`src/rtl/lock_attempt_supervisor_if.sv`:
```
// Pin bundle between the lock supervisor and the board/bench:
// raw button and switch inputs plus the status outputs.
interface lock_attempt_supervisor_if #(
    parameter int CODE_LEN  = 7,
    parameter int MAX_FAILS = 3
);
    localparam int FW = $clog2(MAX_FAILS + 1);
    localparam int DW = $clog2(CODE_LEN + 1);

    logic          X;
    logic          Enter_n;
    logic          Lock_n;
    logic          Open;
    logic          Locked_Out;
    logic [FW-1:0] Fail_Count;
    logic [DW-1:0] Digit_Count;
    logic [1:0]    State;

    modport master (
        output X, Enter_n, Lock_n,
        input  Open, Locked_Out, Fail_Count, Digit_Count, State
    );

    modport slave (
        input  X, Enter_n, Lock_n,
        output Open, Locked_Out, Fail_Count, Digit_Count, State
    );
endinterface

```
`src/rtl/lock_attempt_supervisor.sv`:
```
// Digital lock supervisor: conditions the raw push-buttons, collects
// switch-entered code bits, judges complete entries and enforces a timed
// lockout after too many consecutive failures.
//
// state      | meaning
// -----------+------------------------------------------------------
// ST_ENTRY   | collecting code bits, Digit_Count = bits so far
// ST_OPEN    | correct code accepted, door open until Lock press
// ST_LOCKOUT | too many failures, all presses ignored until timer = 0
// (value 3)  | unused, falls back to ST_ENTRY on the next clock
module lock_attempt_supervisor #(
    parameter int                  CODE_LEN        = 7,
    parameter logic [CODE_LEN-1:0] CODE            = 7'b1110111,
    parameter int                  MAX_FAILS       = 3,
    parameter int                  LOCKOUT_CYCLES  = 250_000_000,
    parameter int                  DEBOUNCE_CYCLES = 500_000
) (
    input logic                      Clock,
    input logic                      Reset_n,
    lock_attempt_supervisor_if.slave bus
);
    localparam int FW = $clog2(MAX_FAILS + 1);
    localparam int DW = $clog2(CODE_LEN + 1);

    localparam logic [19:0]   DB_LAST    = 20'(DEBOUNCE_CYCLES - 1);
    localparam logic [31:0]   LOCK_LOAD  = 32'(LOCKOUT_CYCLES - 1);
    localparam logic [DW-1:0] DIGIT_LAST = DW'(CODE_LEN - 1);
    localparam logic [FW-1:0] FAIL_LAST  = FW'(MAX_FAILS - 1);
    localparam logic [FW-1:0] FAIL_MAX   = FW'(MAX_FAILS);

    typedef enum logic [1:0] {
        ST_ENTRY   = 2'd0,
        ST_OPEN    = 2'd1,
        ST_LOCKOUT = 2'd2
    } state_t;

    // bit 0 = Enter, bit 1 = Lock
    logic          r_x_s1, r_x_s2;
    logic [1:0]    r_btn_s1, r_btn_s2;
    logic [1:0]    r_db_level;
    logic [19:0]   r_db_cnt [2];
    logic [1:0]    r_press;

    state_t        r_state, w_state_nxt;
    logic [FW-1:0] r_fail, w_fail_nxt;
    logic [DW-1:0] r_digit, w_digit_nxt;
    logic [CODE_LEN-1:0] r_entry, w_entry_nxt, w_shift;
    logic [31:0]   r_timer, w_timer_nxt;
    logic          r_open, r_locked_out;

    logic          w_enter_p, w_lock_p;

    // Lock wins over a coincident Enter, so Enter is masked here.
    assign w_lock_p  = r_press[1];
    assign w_enter_p = r_press[0] & ~r_press[1];

    // two-flop synchronisers for the code switch and both buttons
    always_ff @(posedge Clock or negedge Reset_n) begin
        if (!Reset_n) begin
            r_x_s1   <= 1'b0;
            r_x_s2   <= 1'b0;
            r_btn_s1 <= 2'b11;
            r_btn_s2 <= 2'b11;
        end else begin
            r_x_s1   <= bus.X;
            r_x_s2   <= r_x_s1;
            r_btn_s1 <= {bus.Lock_n, bus.Enter_n};
            r_btn_s2 <= r_btn_s1;
        end
    end

    // debounce both buttons; strobe for one cycle when a press is accepted
    always_ff @(posedge Clock or negedge Reset_n) begin
        if (!Reset_n) begin
            r_db_level  <= 2'b11;
            r_db_cnt[0] <= '0;
            r_db_cnt[1] <= '0;
            r_press     <= 2'b00;
        end else begin
            for (int i = 0; i < 2; i++) begin
                r_press[i] <= 1'b0;
                if (r_btn_s2[i] == r_db_level[i]) begin
                    r_db_cnt[i] <= '0;
                end else if (r_db_cnt[i] == DB_LAST) begin
                    r_db_level[i] <= r_btn_s2[i];
                    r_db_cnt[i]   <= '0;
                    r_press[i]    <= ~r_btn_s2[i];
                end else begin
                    r_db_cnt[i] <= r_db_cnt[i] + 20'd1;
                end
            end
        end
    end

    // supervisor state and datapath registers; status flags follow next state
    always_ff @(posedge Clock or negedge Reset_n) begin
        if (!Reset_n) begin
            r_state      <= ST_ENTRY;
            r_fail       <= '0;
            r_digit      <= '0;
            r_entry      <= '0;
            r_timer      <= '0;
            r_open       <= 1'b0;
            r_locked_out <= 1'b0;
        end else begin
            r_state      <= w_state_nxt;
            r_fail       <= w_fail_nxt;
            r_digit      <= w_digit_nxt;
            r_entry      <= w_entry_nxt;
            r_timer      <= w_timer_nxt;
            r_open       <= (w_state_nxt == ST_OPEN);
            r_locked_out <= (w_state_nxt == ST_LOCKOUT);
        end
    end

    // next-state logic: judge only on the strobe that completes an entry
    always_comb begin
        w_state_nxt = r_state;
        w_fail_nxt  = r_fail;
        w_digit_nxt = r_digit;
        w_entry_nxt = r_entry;
        w_timer_nxt = r_timer;
        w_shift     = CODE_LEN'({r_entry, r_x_s2});
        case (r_state)
            ST_ENTRY: begin
                if (w_lock_p) begin
                    w_digit_nxt = '0;
                    w_entry_nxt = '0;
                end else if (w_enter_p) begin
                    if (r_digit == DIGIT_LAST) begin
                        w_digit_nxt = '0;
                        w_entry_nxt = '0;
                        if (w_shift == CODE) begin
                            w_state_nxt = ST_OPEN;
                            w_fail_nxt  = '0;
                        end else if (r_fail >= FAIL_LAST) begin
                            w_state_nxt = ST_LOCKOUT;
                            w_fail_nxt  = FAIL_MAX;
                            w_timer_nxt = LOCK_LOAD;
                        end else begin
                            w_fail_nxt = r_fail + FW'(1);
                        end
                    end else begin
                        w_digit_nxt = r_digit + DW'(1);
                        w_entry_nxt = w_shift;
                    end
                end
            end
            ST_OPEN: begin
                if (w_lock_p) begin
                    w_state_nxt = ST_ENTRY;
                    w_fail_nxt  = '0;
                    w_digit_nxt = '0;
                    w_entry_nxt = '0;
                end
            end
            ST_LOCKOUT: begin
                if (r_timer == 32'd0) begin
                    w_state_nxt = ST_ENTRY;
                    w_fail_nxt  = '0;
                    w_digit_nxt = '0;
                    w_entry_nxt = '0;
                end else begin
                    w_timer_nxt = r_timer - 32'd1;
                end
            end
            default: begin
                w_state_nxt = ST_ENTRY;
            end
        endcase
    end

    assign bus.State       = r_state;
    assign bus.Open        = r_open;
    assign bus.Locked_Out  = r_locked_out;
    assign bus.Fail_Count  = r_fail;
    assign bus.Digit_Count = r_digit;
endmodule

```
`src/flat_wrapper.sv`:
```
// flat-port wrapper written by rule: the top's interface ports become plain ports
module lock_attempt_supervisor_flat 
#(
    parameter int                  CODE_LEN        = 7,
    parameter logic [CODE_LEN-1:0] CODE            = 7'b1110111,
    parameter int                  MAX_FAILS       = 3,
    parameter int                  LOCKOUT_CYCLES  = 250_000_000,
    parameter int                  DEBOUNCE_CYCLES = 500_000
)
  (Clock, Reset_n, bus_X, bus_Enter_n, bus_Lock_n, bus_Open, bus_Locked_Out, bus_Fail_Count, bus_Digit_Count, bus_State);
  lock_attempt_supervisor_if #(.CODE_LEN(CODE_LEN), .MAX_FAILS(MAX_FAILS)) bus_i ();
  input logic Clock;
  input logic Reset_n;
  input wire logic [$bits(bus_i.X)-1:0] bus_X;
  input wire logic [$bits(bus_i.Enter_n)-1:0] bus_Enter_n;
  input wire logic [$bits(bus_i.Lock_n)-1:0] bus_Lock_n;
  output wire logic [$bits(bus_i.Open)-1:0] bus_Open;
  output wire logic [$bits(bus_i.Locked_Out)-1:0] bus_Locked_Out;
  output wire logic [$bits(bus_i.Fail_Count)-1:0] bus_Fail_Count;
  output wire logic [$bits(bus_i.Digit_Count)-1:0] bus_Digit_Count;
  output wire logic [$bits(bus_i.State)-1:0] bus_State;
  assign bus_i.X = bus_X;
  assign bus_i.Enter_n = bus_Enter_n;
  assign bus_i.Lock_n = bus_Lock_n;
  assign bus_Open = bus_i.Open;
  assign bus_Locked_Out = bus_i.Locked_Out;
  assign bus_Fail_Count = bus_i.Fail_Count;
  assign bus_Digit_Count = bus_i.Digit_Count;
  assign bus_State = bus_i.State;
  lock_attempt_supervisor #(.CODE_LEN(CODE_LEN), .CODE(CODE), .MAX_FAILS(MAX_FAILS), .LOCKOUT_CYCLES(LOCKOUT_CYCLES), .DEBOUNCE_CYCLES(DEBOUNCE_CYCLES)) u_core (.Clock(Clock), .Reset_n(Reset_n), .bus(bus_i));
endmodule
```
`config.mk`:
```
export PLATFORM = sky130hd
export DESIGN_NAME = lock_attempt_supervisor_flat
export DESIGN_NICKNAME = d
export VERILOG_FILES = /design/src/rtl/lock_attempt_supervisor_if.sv /design/src/rtl/lock_attempt_supervisor.sv /design/src/flat_wrapper.sv
export SDC_FILE = /design/constraint.sdc
export NUM_CORES = 1
export LEC_CHECK = 0
export ABC_AREA = 1
export BUFFER_PORTS_ARGS = -buffer_cell sky130_fd_sc_hd__buf_4
export CAP_MARGIN = 20
export CELL_PAD_IN_SITES_DETAIL_PLACEMENT = 1
export CELL_PAD_IN_SITES_GLOBAL_PLACEMENT = 2
export CORE_MARGIN = 2
export CORE_UTILIZATION = 41
export CTS_BUF_LIST = sky130_fd_sc_hd__clkbuf_4 sky130_fd_sc_hd__clkbuf_8
export DETAILED_ROUTE_END_ITERATION = 6
export GPL_TIMING_DRIVEN = 0
export PLACE_DENSITY = 0.93
export SYNTH_ARGS = -nofsm -noshare
export SYNTH_HDL_FRONTEND = slang
export SYNTH_SLANG_ARGS = --single-unit
export TNS_END_PERCENT = 5
```
`constraint.sdc`:
```
create_clock -name Clock -period 3.6 [get_ports Clock]
set_input_delay 0.36 -clock Clock [delete_from_list [all_inputs] [get_ports Clock]]
set_output_delay 0.36 -clock Clock [all_outputs]
set_load 0.05 [all_outputs]
```
### Word-level counts from Yosys, hierarchy flattened

Index checks and enable logic that the tools add are counted.

| storage, ports and cells | value |
|---|---|
| register bits after elaboration | 97 |
| word-level logic and storage cells | 99 |

| cells by class | value |
|---|---|
| add/sub/neg operators | 5 |
| $lt $le $gt $ge | 1 |
| equality and inequality tests | 19 |
| mux-type cells | 43 |
| bitwise operators | 6 |
| reductions and logical operators | 9 |

Operators with widths:

| kind | number |
|---|---|
| 2-to-1 mux 32 bit | 6 |
| 2-to-1 mux 20 bit | 4 |
| case mux 32 bit (2 select lines) | 1 |
| adder 20 x 1 -> 20 bit (second input constant) | 2 |
| == test 20 x 19 -> 1 bit (second input constant) | 2 |
| zero test 32 bit | 1 |
| subtractor 32 x 1 -> 32 bit (second input constant) | 1 |
| 2-to-1 mux 6 bit | 5 |
| 2-to-1 mux 2 bit | 14 |
| case mux 6 bit (3 select lines) | 1 |
| 2-to-1 mux 3 bit | 5 |
| case mux 2 bit (3 select lines) | 2 |
| != test 2 x 1 -> 1 bit (second input constant) | 5 |
| case mux 3 bit (3 select lines) | 1 |
| == test 7 bit (second input constant) | 1 |
| AND reduction 7 bit | 1 |
| != test 2 bit (second input constant) | 3 |
| AND reduction 6 bit | 1 |
| inverter 1 bit | 5 |
| == test 2 x 1 -> 1 bit (second input constant) | 2 |
| == test 2 bit (second input constant) | 2 |
| 2-to-1 mux 1 bit | 4 |
| AND reduction 2 bit | 2 |
| AND reduction 4 bit | 1 |
| 10 further kinds | 11 |

### Longest topological paths before layout

Gate-level depths: netlist of run 1.

| depth | value |
|---|---|
| depth in word-level cells | 8 |
| mapped depth | 12 |
| gate-level depth less buffers | 11 |

### Least setup slack after synthesis of run 1

No wires, ideal clock.

| timing path | value |
|---|---|
| path kind | register -> register |
| start point | reg u_core.r_state[0] (netlist: u_core.bus.State[0]) |
| end point | reg u_core.r_timer[11] |
| setup time | 0.116 ns |
| data arrival time | 1.835 ns |
| data required time | 3.484 ns |
| path slack | 1.649 ns |
| stages on the path, launching flop included | 12 |
| clock period less this slack | 1.951 ns |
| path through | dfrtp_1 inv_1 ha_1 inv_1 nor2_1 a22oi_1 nor2_2 nand2_2 inv_2 buf_4 nand2_1 nand2_1 |

| between the ends | value |
|---|---|
| word-level cells in the longest chain between the ends | 3 |
| elaborated cells on any way between the ends | 11 |
| classes of those cells | eq/ne: 7; mux: 1; reduce/logical: 3 |

RTL lines:

| what | line | source |
|---|---|---|
| from (decl) | lock_attempt_supervisor.sv:44 | `state_t r_state, w_state_nxt;` |
| from (signal assigned) | lock_attempt_supervisor.sv:106 | `r_state <= w_state_nxt;` |
| == test 2 bit or zero test 2 bit (tied branches) | lock_attempt_supervisor.sv:124 | `case (r_state)` |
| != test 2 bit (no source line) (tied with other cells) | n/a |  |
| AND reduction 7 bit (no source line) | n/a |  |
| to (signal assigned) | lock_attempt_supervisor.sv:110 | `r_timer <= w_timer_nxt;` |
| to (decl) | lock_attempt_supervisor.sv:48 | `logic [31:0] r_timer, w_timer_nxt;` |

Several ways; a longest one is shown, not always the timed one.
A chain may end at the register's enable or synchronous reset.

### Worst setup path in the final report of run 1

| timing path | value |
|---|---|
| start point | reg u_core.r_state[0] (netlist: u_core.bus.State[0]) |
| end point | reg u_core.r_timer[23] |

The elaborated chain is that of the path after synthesis.

==> flow_metrics.tcl, run 1 <==
set metrics [dict create \
    internal-power_w 0.00139 \
    drt_pass1_iterations 4 \
    dominantRegCellSynth "dfrtp_1" \
    syn_nets 768 \
    root_buffer "clkbuf_8" \
    n_antenna_cell 0 \
    period_minus_slack_ps 2360 \
    cts_buffers 9 \
    worstSetupPathType "reg -> reg" \
    synth_common_cells "nand2_1 (191), nor2_1 (129), dfrtp_1 (91)" \
    irDropWorstVdd_mv 0.286 \
    power_w 0.00189 \
    vias 4899 \
    yosys.area.top_type "dfrtp_1" \
    synth_compound_area_share_pct 5.84 \
    critPathLaunchType "flip-flop" \
    synth_fa_ha_area_share_pct 1.80 \
    place_ws_ps 1200 \
    yosys_warnings 0 \
    cts_tree "done" \
    relSlewSlack_pct 53.3 \
    rows 42 \
    leakagePower_nw 3.04 \
    cts_resized 0 \
    worstHoldPathType "in -> reg" \
    die_y_um 121 \
    fin_ws_ps 1240 \
    drc 0 \
    synth_top_cells_by_area "dfrtp_1 (41%), nand2_1 (13%), nor2_1 (8.7%)" \
    clkSlewWorstSetupHoldPaths_ps 120 \
    clk_path_buf_depth 2 \
    tns_ps 0 \
    grt_first_pass_wirelength_um 25000 \
    yosysMostFrequentCell "nand2_1" \
    muxShareOfSynthArea_pct 0 \
    cp-end-kind "flip-flop" \
    crit_path_max_fanout 10 \
    place.gp.congestion 0.849 \
    syn_inst 755 \
    cp.required_ps 3900 \
    status "completed" \
    initial_core_util_pct 42.1 \
    htreeDepth 3 \
    swShare_pct 26.8 \
    grt_pass1_vias 5246 \
    pwr-share-clk_pct 38.9 \
    pin_count 14 \
    fin_skew_ps 15.9 \
    drv_slew 0 \
    via_per_inst 5.09 \
    fin_nets 794 \
    floorplan.die_area_um2 14500 \
    tightestPinTransition_ps 700 \
    synth_top_family_by_area "simple AND/OR/NAND/NOR gates" \
    arrival_ps 2660 \
    core_area_um2 13200 \
    hold_viol_final 0 \
    gr-total-overflow 0 \
    port_buffers 13 \
    p_per_area_nw_per_um2 309 \
    grt_max_degree 54 \
    ys_seq_elements 97 \
    postSynthAreaPerCell_um2 7.38 \
    syn2layout_area_growth_pct 9.90 \
    net-switching-power_w 0.000507 \
    pwr-share-seq_pct 58.4 \
    wirelength_um 14400 \
    fmax_mhz 424 \
    clock_sinks 97 \
    synth_xor_area_share_pct 4.87 \
    netlist_area_um2 5570 \
    yosysUniqueCellTypes 35 \
    fillCellCount 1694 \
    yosysSeqAreaShare_pct 43.7 \
    hpwl_um 10800 \
    die_w_um 121 \
    combPwrFrac_pct 2.7 \
    rsz0062_at_grt "false" \
    yosysTopAreaCellShare_pct 40.9 \
    ant_nets 0 \
    async_reset_ff_share_pct 100 \
    cap_violations 0 \
    setup_viol 0 \
    insertion_delay_ps 400 \
    wire_per_inst_um 15.0 \
    yosys.area_share.simple_pct 36.5 \
    synth_edf_count 0 \
    grt.total_usage_pct 21.6 \
    antenna_found_initial 0 \
    finalCritPeriodShare_pct 65.5 \
    drive_gt1_share_pct 11.5 \
    drt_iter0_markers 138 \
]
-- routing by layer --
layer  GRT usage, %  wire, um  up-vias
met3           4.10       278       18
met1           26.9      6750     2410
met5              0         0        -
met4           5.96       189        0
li1               -         -     2441
met2           38.1      7230       30
-- timing repair --
| item | 4_1_cts | 5_1_grt |
|---|---|---|
| hold endpoints to repair | 33 | 0 |
| hold buffers | 1 | 0 |
| buffers inserted | 0 | 0 |
-- stage by stage --
step                      hold WS, ps  area (um^2)  cells  util, %
after floorplan                  64.4         5570    755        -
after global placement            339         5890    944     44.5
after detailed placement          339         5920    945     44.7
after CTS                        39.8         6120    962     46.2
after global routing             44.3         6120    962     46.2
final                            61.1         6120    962     46.2
-- registers in the layout, indices dropped and copies added, names as in the netlist, 3 cells and up --
signal                  flops
u_core.r_db_cnt            40
u_core.r_timer             32
u_core.r_entry              6
u_core.bus.Digit_Count      3
-- final timing paths --
kind,endpoint,depth (start not counted),slack [ps],start
max,u_core.r_timer[23]$_DFFE_PN0P_,7,1240,u_core.bus.State[0]$_DFF_PN0_
min,u_core.r_btn_s1[1]$_DFF_PN1_,1,60,bus_Lock_n
max reg2reg,u_core.r_timer[23]$_DFFE_PN0P_,7,1240,u_core.bus.State[0]$_DFF_PN0_
min reg2reg,u_core.r_x_s2$_DFF_PN0_,0,350,u_core.r_x_s1$_DFF_PN0_
max in group asynchronous,u_core.r_btn_s2[1]$_DFF_PN1_,3,2350,Reset_n
min in group asynchronous,u_core.r_timer[19]$_DFFE_PN0P_,2,500,Reset_n
-- power by group through the flow --
stage | clock network (W) | registers (W) | logic [W]
3_3_place_gp | 0 | 0.00113 | 0.0000463
5_1_grt | 0.000793 | 0.00111 | 0.0000593
4_1_cts | 0.000764 | 0.00111 | 0.0000539
6_report | 0.000737 | 0.00110 | 0.0000508
2_1_floorplan | 0 | 0.00112 | 0.0000156
3_5_place_dp | 0 | 0.00113 | 0.0000528
-- area by class of cell --
| cell class | instances | area [um^2] | share of cell area, % |
|---|---|---|---|
| inverter | 93 | 349 | 5.70 |
| buffer | 11 | 60.1 | 0.981 |
| clock buffer | 9 | 124 | 2.02 |
| tap | 176 | 220 | 3.60 |
| timing repair buffer | 15 | 135 | 2.21 |
| multi-input combinational | 554 | 2730 | 44.6 |
| clock inverter | 7 | 72.6 | 1.18 |
| sequential | 97 | 2430 | 39.8 |
-- critical path: stages, from the launching register on --
cell	delay [ps]
dfrtp_1	470
inv_1	120
ha_1	260
clkbuf_1	470
clkbuf_1	600
nand3_1	160
nand2_1	110
nand2_1	60
-- cell families after synthesis --
kind of cell	count (synthesis)
AOI/OAI and AO/OA	54
xor gates and xnor gates	31
adders and majority gates	8
buffers and inverters	104
DFF	97
and+or+nand+nor	461
-- layout by cell type, fill, tap and decap left out, drive strengths merged, types with 3 or more instances in the layout --
| cell | Yosys | routed |
|---|---|---|
| a21oi | 8 | 8 |
| and3 | 4 | 4 |
| buf | 8 | 22 |
| clkbuf | 3 | 12 |
| clkinv | 1 | 3 |
| dfrtp | 91 | 91 |
| dfstp | 6 | 6 |
| ha | 8 | 8 |
| inv | 92 | 96 |
| nand2 | 198 | 198 |
| nand3 | 56 | 56 |
| nand3b | 4 | 4 |
| nand4 | 22 | 22 |
| nor2 | 146 | 146 |
| nor3 | 24 | 24 |
| nor3b | 5 | 5 |
| o21ai | 37 | 37 |
| o21bai | 4 | 4 |
| xnor2 | 4 | 4 |
| xor2 | 27 | 27 |
No activity file was read; power rests on OpenSTA's default activity.
==> run 2: changes to the inputs <==
--- a/config.mk
+++ b/config.mk
@@ -5,17 +5,17 @@
 export SDC_FILE = /design/constraint.sdc
 export NUM_CORES = 1
 export LEC_CHECK = 0
-export ABC_AREA = 1
+export ABC_AREA = 0
 export BUFFER_PORTS_ARGS = -buffer_cell sky130_fd_sc_hd__buf_4
 export CAP_MARGIN = 20
 export CELL_PAD_IN_SITES_DETAIL_PLACEMENT = 1
 export CELL_PAD_IN_SITES_GLOBAL_PLACEMENT = 2
 export CORE_MARGIN = 2
-export CORE_UTILIZATION = 41
+export CORE_UTILIZATION = 43
 export CTS_BUF_LIST = sky130_fd_sc_hd__clkbuf_4 sky130_fd_sc_hd__clkbuf_8
 export DETAILED_ROUTE_END_ITERATION = 6
 export GPL_TIMING_DRIVEN = 0
-export PLACE_DENSITY = 0.93
+export PLACE_DENSITY = 0.88
 export SYNTH_ARGS = -nofsm -noshare
 export SYNTH_HDL_FRONTEND = slang
 export SYNTH_SLANG_ARGS = --single-unit
==> constraint.sdc (replaced) <==
create_clock -name Clock -period 2.2 [get_ports Clock]
set_input_delay 0.22 -clock Clock [delete_from_list [all_inputs] [get_ports Clock]]
set_output_delay 0.22 -clock Clock [all_outputs]
set_load 0.05 [all_outputs]
==> run 2 against run 1 <==
The flow now finishes with violations (setup timing). Wire length decreased by 16%. Maximum frequency is 0.99% lower. Via count is 21% lower. Sequential share of layout area increased by 0.79 points. Synthesized area is 10% lower. Non-clock buffer count up 35. Global-route usage is 1.5 points lower. Cell area shrank 1.6%. Hold slack better by 230 ps. Synthesized cell count decreased by 35%. Critical path type unchanged.
==> flow_metrics.tcl, run 2 <==
set metrics [dict create \
    grt.total_usage_pct 20.1 \
    violations "setup timing" \
    wirelength_um 12100 \
    crit_path_max_fanout 6 \
    place.gp.congestion 0.746 \
    net-switching-power_w 0.000745 \
    postSynthAreaPerCell_um2 10.1 \
    largest_registers "u_core.r_db_cnt: 40 flops, u_core.r_timer: 32 flops, u_core.r_entry: 6 flops" \
    combPwrFrac_pct 3.0 \
    layout_common_cells "dfrtp_1 (83), nor2_1 (60), nand2_1 (46)" \
    irDropWorstVdd_mv 0.538 \
    hold_viol_final 0 \
    tns_ps -3270 \
    relSlewSlack_pct 69.9 \
    grt_pass1_vias 4063 \
    fillCellCount 1228 \
    pwr-share-clk_pct 36.6 \
    dp_cells 649 \
    yosysSeqAreaShare_pct 48.8 \
    drive_gt1_share_pct 26.9 \
    yosysTopAreaCellShare_pct 45.6 \
    synth_edf_count 0 \
    yosysMostFrequentCell "dfrtp_1" \
    hpwl_um 7710 \
    leakagePower_nw 2.73 \
    cts_tree "done" \
    pin_count 14 \
    tightestPinTransition_ps 448 \
    multiInputGateArea_um2 2680 \
    grt_max_degree 73 \
    cp-end-kind "flip-flop" \
    final_area_um2 6030 \
    period_minus_slack_ps 2380 \
    fin_ws_ps -182 \
    drc 0 \
    cap_violations 0 \
    rows 39 \
    syn_inst 492 \
    worstSetupPathType "reg -> reg" \
    regArea_um2 2440 \
    status "finished with violations" \
    yosys_warnings 0 \
    drv_slew 0 \
    clkSlewWorstSetupHoldPaths_ps 90 \
    core_area_um2 11400 \
    dominantRegCellSynth "dfrtp_1" \
    yosysUniqueCellTypes 65 \
    yosys.area.top_type "dfrtp_1" \
    finalCritPeriodShare_pct 108 \
    insertion_delay_ps 380 \
    syn_nets 505 \
    pwr-share-seq_pct 60.4 \
    drt_pass1_iterations 4 \
    async_reset_ff_share_pct 100 \
    fin_cells 694 \
    placed_area_um2 5310 \
    largest_register_ffs 40 \
    floorplan.die_area_um2 12500 \
    cp.required_ps 2510 \
    internal-power_w 0.00225 \
    setup_viol 42 \
    initial_core_util_pct 43.9 \
    clock_sinks 97 \
    critPathLaunchType "flip-flop" \
    synth_top_cells_by_area "dfrtp_1 (46%), xor2_1 (5.3%), nor2_1 (4.6%)" \
    htreeDepth 3 \
    netlist_area_um2 4990 \
    fmax_mhz 420 \
    root_buffer "clkbuf_8" \
    worstHoldPathType "in -> async" \
    rsz0062_at_grt "true" \
    clk_path_buf_depth 2 \
    die_y_um 112 \
    hold_ws_ps 289 \
    grt_first_pass_wirelength_um 20300 \
    n_antenna_cell 0 \
    fin_nets 559 \
    final_common_cell "dfrtp_1" \
    synth_common_cells "dfrtp_1 (91), nor2_1 (61), nand2_1 (47)" \
    wire_per_inst_um 17.5 \
    swShare_pct 24.9 \
    power_w 0.00300 \
    cts_buffers 9 \
    largest_register "u_core.r_db_cnt" \
    antenna_found_initial 0 \
    drt_iter0_markers 191 \
    arrival_ps 2700 \
    syn2layout_area_growth_pct 20.8 \
    port_buffers 13 \
    ant_nets 0 \
    gr-total-overflow 0 \
    via_per_inst 5.56 \
    ys_seq_elements 97 \
    p_per_area_nw_per_um2 497 \
    die_w_um 112 \
    fin_skew_ps 7.68 \
    vias 3856 \
]
[run 2: cell count changes in the layout (fill, tap and decap cells not counted), moves of 10 or more]
cell	before	now
nor2_2	13	1
xnor2_1	4	23
nand2_1	191	46
or3_1	0	13
o21ai_1	19	7
nor2_1	129	60
nand4_1	22	12
nor3_1	24	8
inv_1	83	10
nand3_1	55	16
buf_4	14	38
[run 2: critical path, cell delays in order, from the launching register on]
cell,delay [ps]
dfrtp_1,410
or4_4,600
nor3_4,340
nand4_4,190
a211o_4,400
buf_6,140
nand2b_4,130
o21ai_2,100
[run 2: worst paths after layout]
check	from	endpoint	slack, ps	depth (start not counted)
min in group Clock	u_core.r_btn_s1[1]$_DFF_PN1_	u_core.r_btn_s2[1]$_DFF_PN1_	360	0
max reg2reg	u_core.r_timer[3]$_DFFE_PN0P_	u_core.bus.Digit_Count[0]$_DFFE_PN0P_	-180	7
max	u_core.r_timer[3]$_DFFE_PN0P_	u_core.bus.Digit_Count[0]$_DFFE_PN0P_	-180	7
min	Reset_n	u_core.bus.Digit_Count[2]$_DFFE_PN0P_	290	2
max in group asynchronous	Reset_n	u_core.r_btn_s1[0]$_DFF_PN1_	1210	3
min reg2reg	u_core.r_btn_s1[1]$_DFF_PN1_	u_core.r_btn_s2[1]$_DFF_PN1_	360	0
[run 2: cell type report]
type | count | area share, %
clock buffer | 9 | 2.05
inverter | 10 | 0.623
timing repair buffer | 46 | 6.47
buffer | 15 | 2.05
multi-input combinational | 367 | 44.4
tap | 143 | 2.97
clock inverter | 7 | 0.913
sequential | 97 | 40.5
[run 2: metal layers]
layer / part of all wire, % / track usage, % / up-vias
met5: 0 / 0 / -
met4: 1.5 / 6.01 / 0
met3: 2.2 / 4.25 / 15
met2: 50 / 33.4 / 39
met1: 46 / 26.4 / 1959
li1: - / - / 1843
[run 2: through the flow]
step / setup slack, ps / util [%]
3_5_place_dp: -643 / 46.7
3_3_place_gp: -484 / 46.4
4_1_cts: -240 / 50.3
2_1_floorplan: -53.0 / -
6_report: -182 / 53.0
5_1_grt: -247 / 53.0
[run 2: kinds of logic after synthesis]
group | synth area share (%)
mux | 0.877
flops | 48.8
fa+ha+maj | 2.01
compound gates | 10.2
xor+xnor | 9.30
simple gates | 26.5
buf+inv | 2.38
[run 2: repair_timing]
action	CTS	global route
gates resized for setup	34	48
buffers inserted	11	17
hold buffers	4	0
pin swaps	12	17
endpoints found under the setup margin	85	68
cloned	0	0
hold endpoints to repair	28	0
[run 2: power by group through the flow]
stage	registers (W)	clock network [W]	logic [W]
6_report	0.00181	0.00110	0.0000891
5_1_grt	0.00182	0.00121	0.000106
4_1_cts	0.00181	0.00115	0.0000911
3_5_place_dp	0.00185	0	0.0000849
3_3_place_gp	0.00185	0	0.0000759
2_1_floorplan	0.00184	0	0.0000277
